--- config.mk ---
export PLATFORM = sky130hd
export DESIGN_NAME = lsu_ctrl_flat
export DESIGN_NICKNAME = d
export VERILOG_FILES = /design/src/rtl/lsu_pkg.sv /design/src/rtl/lsu_if.sv /design/src/rtl/lsu_align.sv /design/src/rtl/lsu_ctrl.sv /design/src/flat_wrapper.sv
export SDC_FILE = /design/constraint.sdc
export NUM_CORES = 1
export LEC_CHECK = 0
export ABC_AREA = 0
export ABC_CLOCK_PERIOD_IN_PS = 8700
export CAP_MARGIN = 20
export CORE_MARGIN = 2
export CORE_UTILIZATION = 25
export DETAILED_ROUTE_END_ITERATION = 8
export SYNTH_ARGS = -nofsm -noshare
export SYNTH_HDL_FRONTEND = slang
export SYNTH_SLANG_ARGS = --single-unit
--- constraint.sdc ---
create_clock -name clk -period 8.7 [get_ports clk]
set_input_delay 0.87 -clock clk [delete_from_list [all_inputs] [get_ports clk]]
set_output_delay 0.87 -clock clk [all_outputs]
set_load 0.02 [all_outputs]
--- src/rtl/lsu_pkg.sv ---
// Shared types, funct3 encodings and size/alignment helpers for the load/store controller.
package lsu_pkg;

  typedef enum logic [1:0] {
    IDLE = 2'd0,
    WAIT = 2'd1,
    DONE = 2'd2
  } lsu_state_t;

  typedef logic [3:0] be_t;

  localparam logic [2:0] F3_B  = 3'b000;
  localparam logic [2:0] F3_H  = 3'b001;
  localparam logic [2:0] F3_W  = 3'b010;
  localparam logic [2:0] F3_BU = 3'b100;
  localparam logic [2:0] F3_HU = 3'b101;

  // Unsigned sizes only make sense for loads.
  function automatic logic f3_legal(input logic [2:0] f3, input logic is_store);
    case (f3)
      F3_B, F3_H, F3_W: return 1'b1;
      F3_BU, F3_HU:     return !is_store;
      default:          return 1'b0;
    endcase
  endfunction

  // Byte lane actually used: sub-size address bits are dropped for H and W.
  function automatic logic [1:0] lane_offset(input logic [2:0] f3, input logic [1:0] a);
    case (f3)
      F3_B, F3_BU: return a;
      F3_H, F3_HU: return {a[1], 1'b0};
      default:     return 2'b00;
    endcase
  endfunction

  function automatic logic misaligned(input logic [2:0] f3, input logic [1:0] a);
    case (f3)
      F3_H, F3_HU: return a[0];
      F3_W:        return a != 2'b00;
      default:     return 1'b0;
    endcase
  endfunction

endpackage

--- src/rtl/lsu_if.sv ---
// Request/ready bus between the load/store controller (master) and the L1 data cache (slave).
interface lsu_if #(
  parameter int ADDR_W = 15,
  parameter int N      = 32
);
  import lsu_pkg::*;

  logic              req;
  logic              we;
  logic [ADDR_W-1:0] address;
  logic [N-1:0]      wdata;
  be_t               be;
  logic [N-1:0]      rdata;
  logic              ready;

  modport master (output req, we, address, wdata, be, input rdata, ready);
  modport slave  (input req, we, address, wdata, be, output rdata, ready);

endinterface

--- src/rtl/lsu_align.sv ---
// Combinational lane logic: store replication with byte enables, and load lane extraction
// with sign/zero extension. Offsets arrive already reduced to the access size.
module lsu_align
  import lsu_pkg::*;
(
  input  logic [1:0]  st_size_i,
  input  logic [1:0]  st_off_i,
  input  logic [31:0] store_data_i,
  output be_t         be_o,
  output logic [31:0] wdata_o,
  input  logic [2:0]  ld_funct3_i,
  input  logic [1:0]  ld_off_i,
  input  logic [31:0] rdata_i,
  output logic [31:0] load_ext_o
);

  logic [7:0]  lane_b;
  logic [15:0] lane_h;

  always_comb begin
    // NOTE: every output gets a default before the case so no path can infer a latch.
    be_o    = '0;
    wdata_o = store_data_i;
    case (st_size_i)
      2'b00: begin
        be_o    = be_t'(4'b0001 << st_off_i);
        wdata_o = {4{store_data_i[7:0]}};
      end
      2'b01: begin
        be_o    = st_off_i[1] ? 4'b1100 : 4'b0011;
        wdata_o = {2{store_data_i[15:0]}};
      end
      2'b10:   be_o = 4'b1111;
      default: ;
    endcase
  end

  assign lane_b = rdata_i[{ld_off_i, 3'b000} +: 8];
  assign lane_h = rdata_i[{ld_off_i[1], 4'b0000} +: 16];

  always_comb begin
    load_ext_o = rdata_i;
    case (ld_funct3_i)
      F3_B:    load_ext_o = {{24{lane_b[7]}}, lane_b};
      F3_BU:   load_ext_o = {24'b0, lane_b};
      F3_H:    load_ext_o = {{16{lane_h[15]}}, lane_h};
      F3_HU:   load_ext_o = {16'b0, lane_h};
      default: load_ext_o = rdata_i;
    endcase
  end

endmodule

--- src/rtl/lsu_ctrl.sv ---
// Load/store controller: IDLE/WAIT/DONE handshake to the data cache with bounded wait.
// Define LSU_MISALIGN_TRAP_EN to abort misaligned halfword/word accesses instead of aligning them.
module lsu_ctrl
  import lsu_pkg::*;
#(
  parameter int n       = 32,
  parameter int ADDR_W  = 15,
  parameter int TIMEOUT = 64
) (
  input  logic         clk,
  input  logic         reset,
  input  logic         load_control,
  input  logic         store_control,
  input  logic [2:0]   funct3,
  input  logic [n-1:0] byte_addr,
  input  logic [n-1:0] store_data,
  output logic [n-1:0] load_data,
  output logic         stall,
  output logic         lsu_error,
  lsu_if.master        cache
);

  localparam int CNT_W = (TIMEOUT > 1) ? $clog2(TIMEOUT) : 1;

  lsu_state_t        state_q, state_d;
  logic              req_q, req_d;
  logic              we_q, we_d;
  logic [ADDR_W-1:0] addr_q, addr_d;
  logic [n-1:0]      wdata_q, wdata_d;
  be_t               be_q, be_d;
  logic [2:0]        f3_q, f3_d;
  logic [1:0]        off_q, off_d;
  logic [n-1:0]      ld_q, ld_d;
  logic              err_q, err_d;
  logic [CNT_W-1:0]  cnt_q, cnt_d;

  logic         start, abort_req, misalign, timeout_hit, stall_c;
  logic [1:0]   st_off;
  be_t          st_be;
  logic [n-1:0] st_wdata, ld_ext;
  logic         unused_addr_hi;

  assign start  = load_control | store_control;
  assign st_off = lane_offset(funct3, byte_addr[1:0]);

`ifdef LSU_MISALIGN_TRAP_EN
  assign misalign = misaligned(funct3, byte_addr[1:0]);
`else
  assign misalign = 1'b0;
`endif

  assign abort_req   = (load_control & store_control) | ~f3_legal(funct3, store_control) | misalign;
  assign timeout_hit = (TIMEOUT != 0) && (cnt_q == CNT_W'(TIMEOUT - 1));
  assign unused_addr_hi = &{1'b0, byte_addr[n-1:ADDR_W+2]};

  lsu_align u_align (
    .st_size_i   (funct3[1:0]),
    .st_off_i    (st_off),
    .store_data_i(store_data),
    .be_o        (st_be),
    .wdata_o     (st_wdata),
    .ld_funct3_i (f3_q),
    .ld_off_i    (off_q),
    .rdata_i     (cache.rdata),
    .load_ext_o  (ld_ext)
  );

  always_comb begin
    state_d = state_q;
    req_d   = req_q;
    we_d    = we_q;
    addr_d  = addr_q;
    wdata_d = wdata_q;
    be_d    = be_q;
    f3_d    = f3_q;
    off_d   = off_q;
    ld_d    = ld_q;
    err_d   = 1'b0;
    cnt_d   = cnt_q;
    stall_c = 1'b0;
    case (state_q)
      IDLE: begin
        if (start) begin
          stall_c = 1'b1;
          if (abort_req) begin
            state_d = DONE;
            ld_d    = '0;
            err_d   = 1'b1;
          end else begin
            state_d = WAIT;
            req_d   = 1'b1;
            we_d    = store_control;
            addr_d  = byte_addr[ADDR_W+1:2];
            wdata_d = st_wdata;
            be_d    = st_be;
            f3_d    = funct3;
            off_d   = st_off;
            cnt_d   = '0;
          end
        end
      end
      WAIT: begin
        stall_c = 1'b1;
        if (cache.ready) begin
          state_d = DONE;
          req_d   = 1'b0;
          ld_d    = we_q ? '0 : ld_ext;
        end else if (timeout_hit) begin
          state_d = DONE;
          req_d   = 1'b0;
          ld_d    = '0;
          err_d   = 1'b1;
        end else begin
          cnt_d = cnt_q + 1'b1;
        end
      end
      DONE:    state_d = IDLE;
      default: state_d = IDLE;
    endcase
  end

  always_ff @(posedge clk or posedge reset) begin
    if (reset) begin
      state_q <= IDLE;
      req_q   <= 1'b0;
      we_q    <= 1'b0;
      addr_q  <= '0;
      wdata_q <= '0;
      be_q    <= '0;
      f3_q    <= '0;
      off_q   <= '0;
      ld_q    <= '0;
      err_q   <= 1'b0;
      cnt_q   <= '0;
    end else begin
      // NOTE: non-blocking so every register samples the pre-edge value of its neighbours.
      state_q <= state_d;
      req_q   <= req_d;
      we_q    <= we_d;
      addr_q  <= addr_d;
      wdata_q <= wdata_d;
      be_q    <= be_d;
      f3_q    <= f3_d;
      off_q   <= off_d;
      ld_q    <= ld_d;
      err_q   <= err_d;
      cnt_q   <= cnt_d;
    end
  end

  assign cache.req     = req_q;
  assign cache.we      = we_q;
  assign cache.address = addr_q;
  assign cache.wdata   = wdata_q;
  assign cache.be      = be_q;
  assign load_data     = ld_q;
  assign lsu_error     = err_q;
  // The decoder may still assert a memory op while reset is held; stall must stay low then.
  assign stall         = stall_c & ~reset;

endmodule

--- src/flat_wrapper.sv ---
// flat-port wrapper written by rule: the top's interface ports become plain ports
module lsu_ctrl_flat import lsu_pkg::*;
#(
  parameter int n       = 32,
  parameter int ADDR_W  = 15,
  parameter int TIMEOUT = 64
)
  (clk, reset, load_control, store_control, funct3, byte_addr, store_data, load_data, stall, lsu_error, cache_req, cache_we, cache_address, cache_wdata, cache_be, cache_rdata, cache_ready);
  lsu_if #(.ADDR_W(ADDR_W), .N(32)) cache_i ();
  input  logic clk;
  input  logic reset;
  input  logic load_control;
  input  logic store_control;
  input  logic [2:0] funct3;
  input  logic [n-1:0] byte_addr;
  input  logic [n-1:0] store_data;
  output logic [n-1:0] load_data;
  output logic stall;
  output logic lsu_error;
  output wire logic [$bits(cache_i.req)-1:0] cache_req;
  output wire logic [$bits(cache_i.we)-1:0] cache_we;
  output wire logic [$bits(cache_i.address)-1:0] cache_address;
  output wire logic [$bits(cache_i.wdata)-1:0] cache_wdata;
  output wire logic [$bits(cache_i.be)-1:0] cache_be;
  input wire logic [$bits(cache_i.rdata)-1:0] cache_rdata;
  input wire logic [$bits(cache_i.ready)-1:0] cache_ready;
  assign cache_req = cache_i.req;
  assign cache_we = cache_i.we;
  assign cache_address = cache_i.address;
  assign cache_wdata = cache_i.wdata;
  assign cache_be = cache_i.be;
  assign cache_i.rdata = cache_rdata;
  assign cache_i.ready = cache_ready;
  lsu_ctrl #(.n(n), .ADDR_W(ADDR_W), .TIMEOUT(TIMEOUT)) u_core (.clk(clk), .reset(reset), .load_control(load_control), .store_control(store_control), .funct3(funct3), .byte_addr(byte_addr), .store_data(store_data), .load_data(load_data), .stall(stall), .lsu_error(lsu_error), .cache(cache_i));
endmodule
# Word level (Yosys, flattened, before mapping)
# Cells that the tools add are included.
dict set report totals {
  inputBits 104
  output_inout_bits 87
  ff_bits 99
}
dict set report classes {
  bitwise_logic 7
  n_eq_ne 17
  n_mux 34
  reduce_logical 15
  n_addsub 1
  shifts 3
}
# cell count
set ops {}
lappend ops {{2-to-1 mux 32 bit} 5}
lappend ops {{case mux 32 bit (2 select lines)} 2}
lappend ops {{case mux 32 bit (4 select lines)} 1}
lappend ops {{indexed part select 32 x 6 -> 16 bit} 1}
lappend ops {{indexed part select 32 x 6 -> 8 bit} 1}
lappend ops {{2-to-1 mux 6 bit} 4}
lappend ops {{equality test 3 bit (second input constant)} 4}
lappend ops {{case mux 4 bit (3 select lines)} 1}
lappend ops {{case mux 6 bit (2 select lines)} 1}
lappend ops {{2-to-1 mux 1 bit} 9}
lappend ops {{2-to-1 mux 2 bit} 4}
lappend ops {{case mux 1 bit (2 select lines)} 4}
lappend ops {{case mux 2 bit (2 select lines)} 2}
lappend ops {{AND reduction 4 bit} 2}
lappend ops {{adder 6 x 1 -> 6 bit (second input constant)} 1}
lappend ops {{equality test 3 x 1 -> 1 bit (second input constant)} 2}
lappend ops {{equality test 6 bit (second input constant)} 1}
lappend ops {{zero test 3 bit} 2}
lappend ops {{!= test 2 bit (second input constant)} 3}
lappend ops {{OR reduction 2 bit} 3}
lappend ops {{AND reduction 5 bit} 1}
lappend ops {{equality test 2 x 1 -> 1 bit (second input constant)} 2}
lappend ops {{zero test 2 bit} 2}
lappend ops {{2-to-1 mux 4 bit} 1}
lappend ops {{13 further kinds} 18}

# Logic depth before layout (Yosys ltp)
# Gate-level depths: netlist (run 1).
dict set report depth {
  depth_word 8
  mapped_depth 7
  ltp_nobuf 5
}

# Modules after synthesis
# Synthesis (run 1) repeated with hierarchy kept, for this count alone.
dict set report unflattened {
  hier_cells 446
  area_unflattened_um2 5165.0
}
# mod area_per_inst_um2 n_inst cells_per_inst
set by_module_without_submodules {}
lappend by_module_without_submodules {lsu_ctrl 3925.0 1 259}
lappend by_module_without_submodules {lsu_align 1239.9 1 187}

# Least setup slack after synthesis (run 1)
# OpenSTA, ideal clock, no wires.
dict set report synth_timing {
  kind {input-to-reg}
  from {in funct3[1]}
  to {reg u_core.addr_q[10], in the netlist u_core.cache.address[10]}
  slack_ns 6.012
  cell_stages 7
  setup_ns 0.127
  t_arrival_ns 2.561
  cell_sequence {buf_2 -> or4b_1 -> o221ai_1 -> nor3b_4 -> buf_6 -> buf_6 -> mux2_1}
}
dict set report synth_between {
  elab_chain_cells 7
}
# element line
set synth_rtl {}
lappend synth_rtl {{from (decl)} flat_wrapper.sv:14} ;# input logic [2:0] funct3;
lappend synth_rtl {{equality test 3 x 1 -> 1 bit (tied with other cells)} lsu_pkg.sv:20} ;# case (f3)
lappend synth_rtl {{OR reduction 3 bit / OR reduction 2 bit (equally long branches)} lsu_pkg.sv:20}
lappend synth_rtl {{case mux 1 bit (2 select lines) *} lsu_pkg.sv:20}
lappend synth_rtl {{NOT 1 bit *} lsu_ctrl.sv:52} ;# assign abort_req = (load_control & store_control) | ~f3_legal(funct3, store_control) | misalign;
lappend synth_rtl {{OR 1 bit *} lsu_ctrl.sv:52}
lappend synth_rtl {{NOT 1 bit (no source line) *} n/a}
lappend synth_rtl {{AND reduction 3 bit (no source line) *} n/a}
lappend synth_rtl {{to (signal assigned)} lsu_ctrl.sv:140} ;# addr_q <= addr_d;
lappend synth_rtl {{to (decl)} lsu_ctrl.sv:28} ;# logic [ADDR_W-1:0] addr_q, addr_d;
# Mark *: on every way between the ends. The rest lies on a longest branch, timed or not.
# A chain may end at the register's enable or synchronous reset.

# Final worst setup path (run 1)
dict set report layout_timing {
  from {in funct3[0]}
  to {reg u_core.be_q[0], in the netlist u_core.cache.be[0]}
}
dict set report layout_between {
  elab_chain_cells 7
}
# element line
set layout_rtl {}
lappend layout_rtl {{equality test 3 x 1 -> 1 bit (tied with other cells)} {lsu_pkg.sv:20, lsu_pkg.sv:29}}
lappend layout_rtl {{OR reduction 3 bit / OR reduction 2 bit (equally long branches)} lsu_pkg.sv:20}
lappend layout_rtl {{case mux 1 bit (2 select lines)} lsu_pkg.sv:20}
lappend layout_rtl {{NOT 1 bit} lsu_ctrl.sv:52}
lappend layout_rtl {{OR 1 bit} lsu_ctrl.sv:52}
lappend layout_rtl {{NOT 1 bit (no source line)} n/a}
lappend layout_rtl {{AND reduction 3 bit (no source line)} n/a}
lappend layout_rtl {{to (signal assigned)} lsu_ctrl.sv:129} ;# be_q <= '0;
lappend layout_rtl {{to (signal assigned)} lsu_ctrl.sv:142} ;# be_q <= be_d;
lappend layout_rtl {{to (decl)} lsu_ctrl.sv:30} ;# be_t be_q, be_d;
# Several ways; a longest one is shown, not always the timed one.

==> impl_metrics.py, run 1 <==
metrics = {
    "sta": {
        "whs_ns": 0.4861,
        "fin_worst_skew_ns": 0.01612,
        "worst_pin_slew_ns": 1.071,
        "post-route-period-util": 0.4310,
        "final.setup.tns_ns": 0,
        "finalMaxSlewViolations": 0,
        "hold_violations": 0,
        "min_period_ns": 3.750,
        "rsz0062_at_grt": "false",
        "relSlewSlack": 0.2858,
        "max_freq_ghz": 0.2667,
        "finalSetupViolCount": 0,
    },
    "cts": {
        "cts-root-buf": "clkbuf_16",
        "clk_path_buf_depth": 2,
        "cts_resized": 0,
        "cts_inserted_buffers": 9,
        "clkSinkCount": 99,
        "worstSkewPairLatency_ns": 0.35,
        "cts_hold_buf": 0,
        "cts_setup_buffers": 0,
        "htreeDepth": 3,
        "clkTransAtPathRegs_ns": 0.07,
        "tritoncts": "done",
    },
    "synth": {
        "synth_area_per_cell_sq_um": 11.58,
        "ys_types": 51,
        "synth.top_cell.area_share": 0.5034,
        "synth.largest_area_cell": "dfrtp_1",
        "syn_area_sq_um": 4921,
        "synth_ff_type": "dfrtp_1",
        "syn-instance-count": 425,
        "ys.warnings.count": 0,
        "yosysSeqAreaShare": 0.5034,
        "synth_edf_count": 0,
        "syn_nets": 530,
        "synth_area_leaders": "dfrtp_1, mux2_2, a221o_1, mux2i_1, o21ai_0",
        "async_flop_share": 1.000,
        "ys_ff_latch": 99,
    },
    "setup_path": {
        "regToRegEndpoint": "u_core.load_data[14]$_DFFE_PP0P_",
        "start_kind": "input pin",
        "crit_required_ns": 8.93,
        "r2r_slack_ns": 5.92,
        "cp_data_arrival_time_ns": 3.98,
        "path_class": "in2reg",
        "startpoint": "funct3[0]",
        "crit_path_end_kind": "register",
        "reg2reg_from": "u_core.off_q[1]$_DFFE_PP0P_",
        "r2r_cells": 4,
        "cp_max_fo": 59,
    },
    "floorplan": {
        "num_rows": 51,
        "initial_core_util": 0.2537,
        "core-area_sq_um": 19400,
        "die-area_sq_um": 20820,
        "die_w_um": 144.3,
        "ios": 191,
        "dieHeight_um": 144.3,
    },
    "power": {
        "peakVddDrop_uv": 136.4,
        "p_per_area_nw_per_um2": 284.9,
        "total_power_mw": 2.046,
        "power.leakage_nw": 2.972,
    },
    "route": {
        "drtAntennaViolNets": 0,
        "num_vias": 4073,
        "wl_um": 14180,
        "drtPass1Iterations": 4,
        "wire_per_inst_um": 16.64,
        "drc": 0,
        "drt_iter0_drc": 250,
        "via_per_inst": 4.781,
    },
    "placed_design": {
        "place_area_sq_um": 6878,
        "port_buffers": 175,
        "place_hpwl_um": 10110,
        "place_congestion": 0.7851,
    },
    "cells_and_area": {
        "final_area_sq_um": 7181,
        "syn2layout_area_growth_pct": 45.92,
        "final_cell_mix": "clkdlybuf4s50_1, dfrtp_1, mux2_2, nand2_1, o21ai_0",
        "drive_above_1_share": 0.1567,
        "layout_commonest_cell": "clkdlybuf4s50_1",
        "final_net_count": 687,
        "fillers": 1939,
        "antennaDiodeCount": 0,
    },
    "hold_path": {
        "min_from": "u_core.load_data[8]$_DFFE_PP0P_",
        "worstHoldPathType": "reg2reg",
        "worstHoldPathCells": 1,
        "min_to": "u_core.load_data[8]$_DFFE_PP0P_",
    },
    "outcome": {
        "status": "finished, final reports clean",
    },
    "grt": {
        "grt_pass1_wl_um": 22170,
        "grt_use_total": 0.1362,
        "grt_start_max_net_pins": 60,
        "grt_antenna_before_repair": 0,
        "grt_pass1_vias": 4234,
        "grt_remaining_overflow": 0,
    },
    "flow_run": {
        "drv_cap": 0,
    },
}
## critical path: stages
cell	delay, ns
clkdlybuf4s50_1	0.90
or2_2	0.54
o221ai_1	0.33
nor3b_4	0.24
buf_4	0.64
mux2_2	0.41
## how the worst max path moves through the flow
stage	to	slack, ns	cells after the start
finish	u_core.cache.be[0]$_DFFE_PP0P_	4.95	6
global route	u_core.cache.wdata[13]$_DFFE_PP0P_	4.78	6
CTS	u_core.cache.be[0]$_DFFE_PP0P_	4.92	6
detailed placement	u_core.cache.be[0]$_DFFE_PP0P_	4.55	6
global placement	u_core.cache.be[3]$_DFFE_PP0P_	4.60	6
floorplan	u_core.cache.address[0]$_DFFE_PP0P_	5.24	1
## Yosys cell counts, types with 2 or more instances
cell type,n
a21o_1,6
a21oi_1,9
a221o_1,17
a221oi_1,8
a22o_1,4
a31oi_1,2
a32o_1,8
and3_1,2
buf_1,3
buf_2,4
buf_4,4
buf_6,2
clkbuf_1,20
dfrtp_1,99
inv_1,17
mux2_1,10
mux2_2,67
mux2i_1,15
nand2_1,32
nand2b_1,7
nand3_1,3
nor2_1,16
nor2b_1,2
nor3_1,5
o21ai_0,24
o22ai_1,12
o2bb2ai_1,2
xnor2_1,2
## power breakdown
group / total (mW) / switching [mW] / leakage, nW / internal (mW)
registers: 0.753 / 0.141 / 1.25 / 0.612
clock network: 0.417 / 0.190 / 0.141 / 0.227
logic: 0.876 / 0.421 / 1.58 / 0.455
## logic make-up (layout without fill, tap and decap cells)
family,Yosys count,after routing,share of synthesized area
AOI/OAI and AO/OA,101,101,0.1518
muxes,93,93,0.2113
DFF,99,99,0.5034
and+or+nand+nor,79,79,0.08213
buffers and inverters,50,212,0.04526
adders and majority gates,1,1,0.002542
xor gates and xnor gates,2,2,0.003560
## final cells by class
type	instances	area [sq um]	area share
well taps	265	331.6	0.04618
clock inverters	6	73.82	0.01028
clock buffers	10	229.0	0.03189
repair buffers	179	1782	0.2481
flip-flops and latches	99	2477	0.3450
multi-input cells	276	2221	0.3093
inverters	17	66.31	0.009235
## registers in the layout, summed over array words and instances, names as in the netlist
signal,cells
u_core.cache.we,1
u_core.cnt_q,6
u_core.off_q,2
u_core.lsu_error,1
u_core.f3_q,3
u_core.load_data,32
u_core.state_q,2
u_core.cache.address,15
u_core.cache.wdata,32
u_core.cache.be,4
u_core.cache.req,1
## through the flow
stage / instances / worst slack, ns / utilization
after floorplan: 425 / 5.240 / -
after global routing: 852 / 4.778 / 0.3702
final: 852 / 4.950 / 0.3702
after detailed placement: 836 / 4.550 / 0.3546
after global placement: 836 / 4.600 / 0.3546
after CTS: 852 / 4.920 / 0.3702
## layer usage
layer,wire length [um],global-route usage
met5,0,0
met4,256,0.04190
met3,1262,0.05232
met2,6466,0.2208
met1,6190,0.1679
No activity file was read; power rests on OpenSTA's default activity.
==> run 2, diff against run 1 <==
ABC_CLOCK_PERIOD_IN_PS = 3400   (was 8700)
clock period = 3.4 ns   (was 8.7 ns; I/O delays follow)
==> run 2 against run 1 <==
Effect of this change: clock power rose by 130%; sequential share of layout area fell by 0.20 points; setup slack got worse by 4.0 ns; non-clock buffer count rose by 4; critical path type unchanged; critical endpoint is now u_core.cache.wdata[14]$_DFFE_PP0P_.
==> impl_metrics.py, run 2 (synthesis results as in run 1) <==
metrics = {
    "floorplan": {
        "initial_core_util": 0.2537,
        "dieHeight_um": 144.3,
        "die-area_sq_um": 20820,
        "num_rows": 51,
        "core-area_sq_um": 19400,
        "die_w_um": 144.3,
        "ios": 191,
    },
    "sta": {
        "finalMaxSlewViolations": 0,
        "finalSetupViolCount": 0,
        "worst_pin_slew_ns": 0.8541,
        "min_period_ns": 2.405,
        "setup_ws_ns": 0.9951,
        "rsz0062_at_grt": "false",
        "post-route-period-util": 0.7073,
        "fin_worst_skew_ns": 0.01279,
        "max_freq_ghz": 0.4158,
        "relSlewSlack": 0.4306,
        "final.setup.tns_ns": 0,
        "hold_violations": 0,
    },
    "power": {
        "netSwitchingFraction": 0.3677,
        "clkPwrFrac": 0.186,
        "power.leakage_nw": 2.999,
        "peakVddDrop_uv": 340.8,
        "switchingPower_mw": 1.909,
        "intPower_mw": 3.283,
        "total_power_mw": 5.192,
        "p_per_area_nw_per_um2": 718.9,
        "p_seq_frac": 0.365,
        "p_comb_frac": 0.449,
    },
    "grt": {
        "grt_pass1_vias": 4184,
        "grt_use_total": 0.1390,
        "grt_antenna_before_repair": 0,
        "grt_remaining_overflow": 0,
        "grt_start_max_net_pins": 60,
        "grt_pass1_wl_um": 22590,
    },
    "cells_and_area": {
        "layout.cells.non_filler": 855,
        "final_net_count": 691,
        "multi_input_area_sq_um": 2221,
        "syn2layout_area_growth_pct": 46.76,
        "final_cell_mix": "clkdlybuf4s50_1, dfrtp_1, mux2_2, nand2_1, o21ai_0",
        "layout_commonest_cell": "clkdlybuf4s50_1",
        "final_area_sq_um": 7222,
        "drive_above_1_share": 0.1610,
        "antennaDiodeCount": 0,
        "register_area_sq_um": 2477,
        "fillers": 1919,
    },
    "route": {
        "num_vias": 4058,
        "via_per_inst": 4.746,
        "drtPass1Iterations": 4,
        "drc": 0,
        "drtAntennaViolNets": 0,
        "wire_per_inst_um": 16.87,
        "drt_iter0_drc": 224,
        "wl_um": 14430,
    },
    "cts": {
        "cts_setup_buffers": 0,
        "tritoncts": "done",
        "clkTransAtPathRegs_ns": 0.06,
        "cts_inserted_buffers": 9,
        "cts-root-buf": "clkbuf_16",
        "clk_path_buf_depth": 2,
        "cts_hold_buf": 0,
        "cts_resized": 0,
        "worstSkewPairLatency_ns": 0.35,
        "htreeDepth": 3,
        "clkSinkCount": 99,
    },
    "setup_path": {
        "path_class": "in2reg",
        "crit_required_ns": 3.62,
        "cp_max_fo": 59,
        "max_stage_delay_ns": 0.55,
        "crit_path_end_kind": "register",
        "cp_cell_sequence": "clkdlybuf4s50_1 > or4b_1 > o221ai_1 > nor3b_4 > buf_12 > mux2_2",
        "cp_top_family": "buffers and inverters",
        "cp_slowest_cell": "clkdlybuf4s50_1",
        "path_buf_inv": 2,
        "start_kind": "input pin",
        "cp_data_arrival_time_ns": 2.63,
    },
    "placed_design": {
        "place_area_sq_um": 6925,
        "dp_cells": 839,
        "place_hpwl_um": 10370,
        "port_buffers": 175,
        "place_congestion": 0.7801,
        "dpl_worst_slack_ns": 0.6290,
    },
    "outcome": {
        "status": "finished, final reports clean",
    },
    "hold_path": {
        "worstHoldPathType": "in2async",
    },
    "flow_run": {
        "drv_cap": 0,
    },
}
-- run 2: stage by stage --
step	hold slack [ns]	utilization
global route	0.5038	0.3723
global placement	0.4711	0.3570
finish	0.4484	0.3723
CTS	0.4699	0.3709
floorplan	0.4724	-
detailed placement	0.4755	0.3570
-- run 2: area by class of cell --
cell class	count	area share
Clock buffer	11	0.03361
Clock inverter	4	0.003638
Inverter	17	0.009182
Multi-Input combinational cell	276	0.3075
Sequential cell	99	0.3430
Tap cell	265	0.04591
Timing Repair Buffer	183	0.2571
-- run 2: final timing paths --
kind	from	end	slack (ns)	cells past startpoint
worst max register to register	u_core.state_q[0]$_DFFE_PP0P_	u_core.load_data[18]$_DFFE_PP0P_	1.17	4
min in group clk	u_core.cache.wdata[1]$_DFFE_PP0P_	u_core.cache.wdata[1]$_DFFE_PP0P_	0.48	1
worst min register to register	u_core.cache.wdata[1]$_DFFE_PP0P_	u_core.cache.wdata[1]$_DFFE_PP0P_	0.48	1
worst max-delay path	load_control	u_core.cache.wdata[14]$_DFFE_PP0P_	1.0	6
worst min-delay path	reset	u_core.cache.address[6]$_DFFE_PP0P_	0.45	2
max in group asynchronous	reset	u_core.cache.we$_DFFE_PP0P_	2.19	3
-- run 2: per-layer routing --
metal / vias up / share of wire / track usage
met2: 147 / 0.46 / 0.2208
met1: 2001 / 0.45 / 0.1798
met3: 11 / 0.085 / 0.05066
met4: 0 / 0.012 / 0.03577
met5: - / 0 / 0
li1: 1899 / - / -
-- run 2: power by group through the flow --
stage / clock network (mW) / logic, mW / registers (mW)
6_report: 0.966 / 2.33 / 1.89
5_1_grt: 1.05 / 2.50 / 1.96
4_1_cts: 1.01 / 2.33 / 1.90
3_5_place_dp: 0 / 2.32 / 1.91
3_3_place_gp: 0 / 2.29 / 1.89
2_1_floorplan: 0 / 0.927 / 2.22
